**src/rtl/eth_pkg.sv**
```systemverilog
// Shared Ethernet/UDP definitions for the payload RAM loader.
package eth_pkg;

  // Loader control states: message preload, receiver pass-through, and
  // pass-through while waiting for the receiver to go idle before reloading.
  typedef enum logic [1:0] {
    LOAD = 2'd0,
    PASS = 2'd1,
    WAIT = 2'd2
  } load_state_e;

  localparam int unsigned UDP_HDR_BYTES = 8;
  localparam int unsigned IP_HDR_BYTES  = 20;
  localparam int unsigned LEN_W         = 16;
  localparam int unsigned CNT_W         = 8;

endpackage

```
**src/rtl/payload_ram_loader.sv**
```systemverilog
// Payload RAM loader: writes a fixed message into RAM port A after reset or on
// request, otherwise forwards receiver payload writes, and supplies the UDP/IP
// lengths the transmitter should use.
module payload_ram_loader
  import eth_pkg::*;
#(
  parameter int unsigned DATA_W    = 32,
  parameter int unsigned ADDR_W    = 9,
  parameter int unsigned MSG_WORDS = 5,
  parameter int unsigned BASE_ADDR = 1,
  parameter logic [MSG_WORDS*DATA_W-1:0] MSG =
    (MSG_WORDS*DATA_W)'("HELLO ALINX AX7103\r\n")
) (
  input  logic              gmii_rx_clk,
  input  logic              reset_n,
  input  logic              load_req,
  input  logic              rx_wr_en,
  input  logic [ADDR_W-1:0] rx_wr_addr,
  input  logic [DATA_W-1:0] rx_wr_data,
  input  logic              rx_frame_active,
  input  logic              data_receive,
  input  logic [LEN_W-1:0]  rx_data_length,
  input  logic [LEN_W-1:0]  rx_total_length,
  output logic              ram_we,
  output logic [ADDR_W-1:0] ram_addr,
  output logic [DATA_W-1:0] ram_din,
  output logic [LEN_W-1:0]  tx_data_length,
  output logic [LEN_W-1:0]  tx_total_length,
  output logic              loading,
  output logic              load_done,
  output logic [CNT_W-1:0]  drop_cnt
);

  localparam int unsigned MSG_BITS      = MSG_WORDS * DATA_W;
  localparam int unsigned SEL_W         = (MSG_BITS > 1) ? $clog2(MSG_BITS) : 1;
  localparam int unsigned IDX_W         = $clog2(MSG_WORDS + 1);
  localparam int unsigned DEF_DATA_LEN  = MSG_BITS / 8 + UDP_HDR_BYTES;
  localparam int unsigned DEF_TOTAL_LEN = DEF_DATA_LEN + IP_HDR_BYTES;

  localparam logic [LEN_W-1:0] DEF_DATA_LEN_V  = LEN_W'(DEF_DATA_LEN);
  localparam logic [LEN_W-1:0] DEF_TOTAL_LEN_V = LEN_W'(DEF_TOTAL_LEN);
  localparam logic [IDX_W-1:0] END_IDX         = IDX_W'(MSG_WORDS);

  // Elaboration-time parameter legality.
  if (DATA_W == 0 || (DATA_W % 8) != 0) begin : g_bad_data_w
    $error("payload_ram_loader: DATA_W must be a non-zero multiple of 8");
  end
  if (MSG_WORDS == 0) begin : g_bad_msg_words
    $error("payload_ram_loader: MSG_WORDS must be at least 1");
  end
  if (DEF_TOTAL_LEN > 65535) begin : g_bad_len
    $error("payload_ram_loader: default IP total length exceeds 16 bits");
  end
  if ((64'(BASE_ADDR) + 64'(MSG_WORDS)) > (64'd1 << ADDR_W)) begin : g_bad_addr
    $error("payload_ram_loader: message does not fit in the RAM address space");
  end

  load_state_e       state, state_nxt;
  logic [IDX_W-1:0]  idx, idx_nxt;
  logic              ram_we_nxt;
  logic [ADDR_W-1:0] ram_addr_nxt;
  logic [DATA_W-1:0] ram_din_nxt;
  logic              loading_nxt;
  logic              load_done_nxt;
  logic [CNT_W-1:0]  drop_cnt_nxt;
  logic              rx_idle;
  logic [SEL_W-1:0]  word_lsb;
  logic [DATA_W-1:0] msg_word;

  // Receiver is quiet enough to let the RAM port be taken over for a reload.
  assign rx_idle = !rx_frame_active && !rx_wr_en;

  // Select message word idx; word 0 sits in the most-significant bits of MSG.
  always_comb begin
    word_lsb = '0;
    if (idx < END_IDX) begin
      word_lsb = SEL_W'((MSG_WORDS - 1 - 32'(idx)) * DATA_W);
    end
    msg_word = MSG[word_lsb +: DATA_W];
  end

  // Next-state and next-output logic.
  always_comb begin
    state_nxt     = state;
    idx_nxt       = idx;
    ram_we_nxt    = 1'b0;
    ram_addr_nxt  = ram_addr;
    ram_din_nxt   = ram_din;
    loading_nxt   = 1'b0;
    load_done_nxt = load_done;
    drop_cnt_nxt  = drop_cnt;

    case (state)
      LOAD: begin
        if (idx < END_IDX) begin
          ram_we_nxt   = 1'b1;
          ram_addr_nxt = ADDR_W'(BASE_ADDR + 32'(idx));
          ram_din_nxt  = msg_word;
          loading_nxt  = 1'b1;
          idx_nxt      = idx + 1'b1;
        end else begin
          state_nxt     = PASS;
          load_done_nxt = 1'b1;
          idx_nxt       = '0;
        end
        // Receiver writes cannot share the port during a preload.
        if (rx_wr_en && (drop_cnt != {CNT_W{1'b1}})) begin
          drop_cnt_nxt = drop_cnt + 1'b1;
        end
      end
      PASS: begin
        ram_we_nxt   = rx_wr_en;
        ram_addr_nxt = rx_wr_addr;
        ram_din_nxt  = rx_wr_data;
        if (load_req) begin
          if (rx_idle) begin
            state_nxt = LOAD;
            idx_nxt   = '0;
          end else begin
            state_nxt = WAIT;
          end
        end
      end
      WAIT: begin
        ram_we_nxt   = rx_wr_en;
        ram_addr_nxt = rx_wr_addr;
        ram_din_nxt  = rx_wr_data;
        if (rx_idle) begin
          state_nxt = LOAD;
          idx_nxt   = '0;
        end
      end
      default: begin
        state_nxt = LOAD;
        idx_nxt   = '0;
      end
    endcase
  end

  // State and word-index registers.
  always_ff @(posedge gmii_rx_clk) begin
    if (!reset_n) begin
      state <= LOAD;
      idx   <= '0;
    end else begin
      state <= state_nxt;
      idx   <= idx_nxt;
    end
  end

  // RAM port and status output registers.
  always_ff @(posedge gmii_rx_clk) begin
    if (!reset_n) begin
      ram_we    <= 1'b0;
      ram_addr  <= '0;
      ram_din   <= '0;
      loading   <= 1'b0;
      load_done <= 1'b0;
      drop_cnt  <= '0;
    end else begin
      ram_we    <= ram_we_nxt;
      ram_addr  <= ram_addr_nxt;
      ram_din   <= ram_din_nxt;
      loading   <= loading_nxt;
      load_done <= load_done_nxt;
      drop_cnt  <= drop_cnt_nxt;
    end
  end

  // Echo received lengths, else advertise the preloaded message lengths.
  always_ff @(posedge gmii_rx_clk) begin
    if (!reset_n) begin
      tx_data_length  <= DEF_DATA_LEN_V;
      tx_total_length <= DEF_TOTAL_LEN_V;
    end else if (data_receive) begin
      tx_data_length  <= rx_data_length;
      tx_total_length <= rx_total_length;
    end else begin
      tx_data_length  <= DEF_DATA_LEN_V;
      tx_total_length <= DEF_TOTAL_LEN_V;
    end
  end

endmodule

```
**config.mk**
```make
export PLATFORM = sky130hd
export DESIGN_NAME = payload_ram_loader
export DESIGN_NICKNAME = d
export VERILOG_FILES = /design/src/rtl/eth_pkg.sv /design/src/rtl/payload_ram_loader.sv
export SDC_FILE = /design/constraint.sdc
export NUM_CORES = 1
export LEC_CHECK = 0
export CORE_MARGIN = 2
export CORE_UTILIZATION = 62
export DETAILED_ROUTE_END_ITERATION = 10
export DONT_BUFFER_PORTS = 1
export PLACE_DENSITY = 0.78
export REMOVE_ABC_BUFFERS = 1
export SLEW_MARGIN = 0
export SYNTH_ARGS = -nofsm -noshare
export SYNTH_HDL_FRONTEND = slang
export SYNTH_SLANG_ARGS = --single-unit
```
**constraint.sdc**
```tcl
create_clock -name gmii_rx_clk -period 2.17 [get_ports gmii_rx_clk]
set_input_delay 0.434 -clock gmii_rx_clk [delete_from_list [all_inputs] [get_ports gmii_rx_clk]]
set_output_delay 0.434 -clock gmii_rx_clk [all_outputs]
set_load 0.005 [all_outputs]
```
* Yosys cells after proc, flatten, opt, wreduce, memory -nomap -nowiden
Index checks and enable logic that the tools add are counted.
W data, S select, Z words.
** Cells by class
- Add/subtract/negate cells :: 4
- Magnitude comparators :: 1
- Equality and inequality tests :: 7
- Shift-type cells :: 1
- Mux-type cells :: 16
- Bitwise operators :: 1
- Reductions and logical operators :: 13
** Operators with widths (count)
- $shiftx A160 B9 Y32 const A :: 1
- $pmux W32 S2 :: 1
- $mux W32 :: 1
- $pmux W9 S2 :: 1
- $reduce_and A2 Y1 :: 5
- $mux W3 :: 3
- $mux W9 :: 1
- $pmux W3 S3 :: 1
- $add A8 B1 Y8 const B :: 1
- $mux W2 :: 4
- $mux W8 :: 1
- $ne A2 B2 Y1 const B :: 4
- $ne A8 B8 Y1 const B :: 1
- $pmux W2 S3 :: 1
- $add A1 B3 Y4 const A :: 1
- $add A3 B1 Y3 const B :: 1
- $lt A3 B3 Y1 const B :: 1
- $reduce_and A3 Y1 :: 1
- $sub A3 B3 Y3 const A :: 1
- $eq A2 B1 Y1 const B :: 1
- $eq A2 B2 Y1 const B :: 1
- $logic_and A1 B1 Y1 :: 2
- $logic_not A1 Y1 :: 2
- $logic_not A2 Y1 :: 1
- other kinds (5) :: 5
** Word-level totals
- Register bits after elaboration :: 89
- Bits of input ports :: 79
- Output and inout port bits :: 84

* Depth between registers and ports, before layout
- Depth after elaboration :: 5
- Mapped depth :: 8
- Mapped depth without buffers :: 6

* Worst setup path after synthesis
No wires, ideal clock.
- Path kind :: flip-flop to flip-flop
- Start :: register idx[0]
- End :: register ram_din[29]
- Setup time :: 0.066 ns
- Data arrival time :: 1.798 ns
- Required time :: 2.104 ns
- Setup slack :: 0.305 ns
- Cell stages (with the launch flop) :: 9
- Cells stage by stage :: dfxtp_1 buf_6 inv_1 ha_1 buf_2 or4_1 a31oi_1 nor2_1 a21oi_2
** On the way
- Longest elaborated chain between the ends :: 5
** Ends and longest elaborated chain
- start: declaration :: RTL line payload_ram_loader.sv:59 : logic [IDX_W-1:0] idx, idx_nxt;
- start signal: assignment :: RTL line payload_ram_loader.sv:147 : idx <= idx_nxt;
- $sub A3 B3 Y3 or $lt A3 B3 Y1 (tied branches) :: RTL line payload_ram_loader.sv:77, payload_ram_loader.sv:76, payload_ram_loader.sv:95
- $mux W8 :: RTL line payload_ram_loader.sv:76 : if (idx < END_IDX) begin
- $shiftx A160 B9 Y32 :: RTL line payload_ram_loader.sv:79 : msg_word = MSG[word_lsb +: DATA_W];
- $mux W32 :: RTL line payload_ram_loader.sv:95 : if (idx < END_IDX) begin
- $pmux W32 S2 :: RTL line payload_ram_loader.sv:93 : case (state)
- end signal: assignment :: RTL line payload_ram_loader.sv:163 : ram_din <= ram_din_nxt;
- end: declaration :: RTL line payload_ram_loader.sv:26 : output logic [DATA_W-1:0] ram_din,
Parallel ways exist; a longest one is shown, timed or not. The select of a mux whose other input is x is not followed.
A chain may end at the register's enable or synchronous reset.

* Final worst setup path
- Start :: register idx[0]
- End :: register ram_din[13]
The elaborated chain is that of the path after synthesis.

==> summary.txt <==
Synth
  • Largest family of logic cells by synthesized area: simple AND/OR/NAND/NOR gates
  • Post-Synth Simple-Gate Area: 20.8%
  • Synth top cells by count: dfxtp_1, a21oi_1, nand2_1, and3_1, nor2_1
  • Cells after Synth: 398
  • Ys async rst share: 0%
  • Register area share after synthesis: 49.8%
  • Netlist cell types: 57
  • Mapped Area: 0.00358 mm²
  • Synth top area cells: dfxtp_1, a21oi_1, and3_1, nand2_1, o21ai_0
  • Synth Area in Compound Gates: 18.5%
  • Count leader, synth: dfxtp_1
  • Number of synthesized flops with an enable pin: 0
  • Adder-cell share of the synthesized area: 2.45%
  • Post-synthesis xor/xnor area fraction: 1.47%
  • Most frequently used flop master after synthesis: dfxtp_1
  • Multiplexer share of the synthesized area: 1.43%
  • Top cell type's share of synthesized area: 49.8%
  • Leading area contributor after synthesis: dfxtp_1
  • Yosys warnings: 0
  • Synthesized area per cell: 8.99 µm²
  • Yosys reg bits: 89

Clocking
  • Clk pin slew, worst setup/hold paths: 0.09 ns
  • Total CTS buffers: 9
  • CTS resizes: 0
  • CTS H-tree depth: 3
  • Max Root-Sink Buffers: 2
  • TritonCTS Sinks: 89
  • Worst skew pair latency: 0.36 ns
  • Post-CTS Hold Buffers: 0
  • CTS tree: yes
  • Clock root cell: clkbuf_8
  • Setup Buffers After CTS: 0

Layout
  • N_diodes: 0
  • Final #Nets: 478
  • Area Overhead vs Synth: 7.83%
  • Design Area, Final: 0.00386 mm²
  • Share of cells above drive strength 1: 11.1%
  • Fill cell count: 456

Global route
  • Vias in the first global route: 2658
  • Total GRT Usage: 25.9%
  • Largest net degree at the start of global routing: 54
  • Global route total overflow: 0
  • Initial antenna violation count: 0
  • First-pass GRT wire length: 13000 µm

Detailed routing
  • DR vias/cell: 6.10
  • Initial DRC Count: 77
  • DR pass1 iterations: 4
  • Routed length per instance: 18.1 µm
  • Via count: 2860
  • Routed Antenna Nets: 0
  • Final wirelength: 8510 µm
  • Post-route DRC: 0

Timing
  • TNS Setup: 0 ns
  • Worst slew pin tran: 0.478 ns
  • Slew Limit Headroom: 67.3%
  • Endpoints failing setup: 0
  • Clk_skew: 0.00903 ns
  • Fin crit period: 1.89 ns
  • Max frequency: 529 MHz
  • Slew Viols, Final: 0
  • Worst hold slack: 0.173 ns
  • Hold Vio Cnt, Final: 0
  • Fin crit share: 87.1%
  • Unrepaired setup endpoints after global routing: false

Min path
  • Hold Crit Class: primary input to flop
  • Hold path depth: 1

Critical path
  • Critical Path RT: 2.43 ns
  • RR Startpoint: idx[0]
  • Startpoint Class: flop
  • CP startpoint: idx[0]
  • Critical path's slowest cell: dfxtp_1
  • CP Data Arrival Time: 2.15 ns
  • Reg2reg path depth: 7
  • Crit-path cells: inv_1 -> ha_1 -> buf_4 -> inv_1 -> a21oi_1 -> and2_1 -> o31ai_1
  • Top cell by count, worst path: inv_1
  • Setup crit end: ram_din[13]
  • Worst r2r dst: ram_din[13]
  • Critical Path Max Stage Delay: 0.43 ns
  • Crit Path Class: flop to flop
  • Endpoint class of the critical path: flop
  • Reg2reg setup slack: 0.28 ns
  • CP Max Fanout: 6

Place
  • Dpl hpwl: 6210 µm
  • Port Buffers: 0
  • Placed Area: 0.00363 mm²
  • Final GP Congestion: 0.809

Floorplanning
  • Die height: 80.0 µm
  • Initial Utilization: 64.6%
  • Core Rows: 27
  • Total core area: 0.00554 mm²
  • Die X: 80.0 µm
  • Die area: 0.00640 mm²
  • # IOs: 163

Power and ir drop
  • LEAKAGE: 1.53 nW
  • Pwr/cell area: 1220 mW/mm²
  • Max VDD drop: 0.000804 V

Run status
  • Status: complete, no violations

Run
  • Max-cap violations: 0
==> cell usage in the layout (no fill, tap or decap), types with 2 or more instances in the layout <==
cell type	count
or2_2	5
or4_1	3
ha_1	6
inv_1	11
nor3b_1	2
o21ai_0	24
clkbuf_8	9
a211oi_1	7
dfxtp_1	89
a21oi_1	40
xnor2_1	5
o21a_1	3
nor3_1	9
a31oi_1	6
inv_6	2
a32oi_1	2
nor2_1	25
nand2_1	33
nand3_1	14
mux2i_1	4
a22oi_1	2
o31ai_1	6
o211ai_1	2
a221oi_1	2
buf_4	13
bufinv_16	2
nand2b_1	5
or3_1	2
and3_1	27
nor2b_1	5
a21o_1	2
==> sequential cells by signal, indices dropped and copies added (netlist names) <==
register	cells
drop_cnt	8
idx	3
load_done	1
loading	1
ram_addr	9
ram_din	32
ram_we	1
state	2
tx_data_length	16
tx_total_length	16
==> routing by layer <==
layer / global-route usage, % / wire (µm) / vias to the layer above
met4: 8.64 / 87 / 0
met3: 9.73 / 875 / 8
li1: - / - / 1393
met1: 30.6 / 3390 / 1338
met2: 43.3 / 4160 / 121
met5: 0 / 0 / -
==> how the worst min path moves through the flow <==
stage	from	to	slack, ns
floorplan	ram_addr[2]	ram_addr[2]	0.45
finish	rx_total_length[4]	tx_total_length[4]	0.17
CTS	rx_total_length[4]	tx_total_length[4]	0.17
global route	rx_total_length[5]	tx_total_length[5]	0.16
global placement	ram_addr[6]	ram_addr[6]	0.46
detailed placement	ram_din[15]	ram_din[15]	0.46
==> worst max-delay path: cells and delay by family, from the launching register on <==
family                   cells  cell delay (ns)
AND/OR/NAND/NOR              1             0.22
buffers and inverters        3             0.41
AO/OA/AOI/OAI                2             0.35
flip-flops                   1             0.43
adder cells (fa/ha/maj)      1             0.39
==> metrics by stage <==
step / util [%] / power, mW / setup WS (ns) / instances
2_1_floorplan: - / 3.05 / -0.146 / 367
3_3_place_gp: 65.6 / 3.40 / 0.392 / 453
3_5_place_dp: 65.6 / 3.44 / 0.292 / 453
4_1_cts: 69.6 / 4.71 / 0.300 / 469
5_1_grt: 69.6 / 4.97 / 0.131 / 469
6_report: 69.6 / 4.71 / 0.280 / 469
==> cell type report <==
cell class / count / area [µm²] / share of cell area, %
repair buffers: 14 / 118 / 3.05
clock inverters: 6 / 97.6 / 2.53
clock buffers: 10 / 128 / 3.31
multi-input cells: 266 / 1600 / 41.4
well taps: 72 / 90.1 / 2.33
inverters: 12 / 45.0 / 1.17
flip-flops and latches: 89 / 1780 / 46.2
==> logic make-up after synthesis <==
family	count (synthesis)
mux	5
compound gates	107
simple gates	141
buf+inv	43
flops	89
xor+xnor	6
fa+ha+maj	7
==> report_power, final <==
part	internal, mW	total (mW)	leakage (nW)	switching [mW]
Clock	0.668	1.28	0.113	0.616
Sequential	1.93	2.18	0.730	0.246
Combinational	0.543	1.25	0.684	0.702
Total	3.14	4.71	1.53	1.56
(Power assumes the default switching activity.)
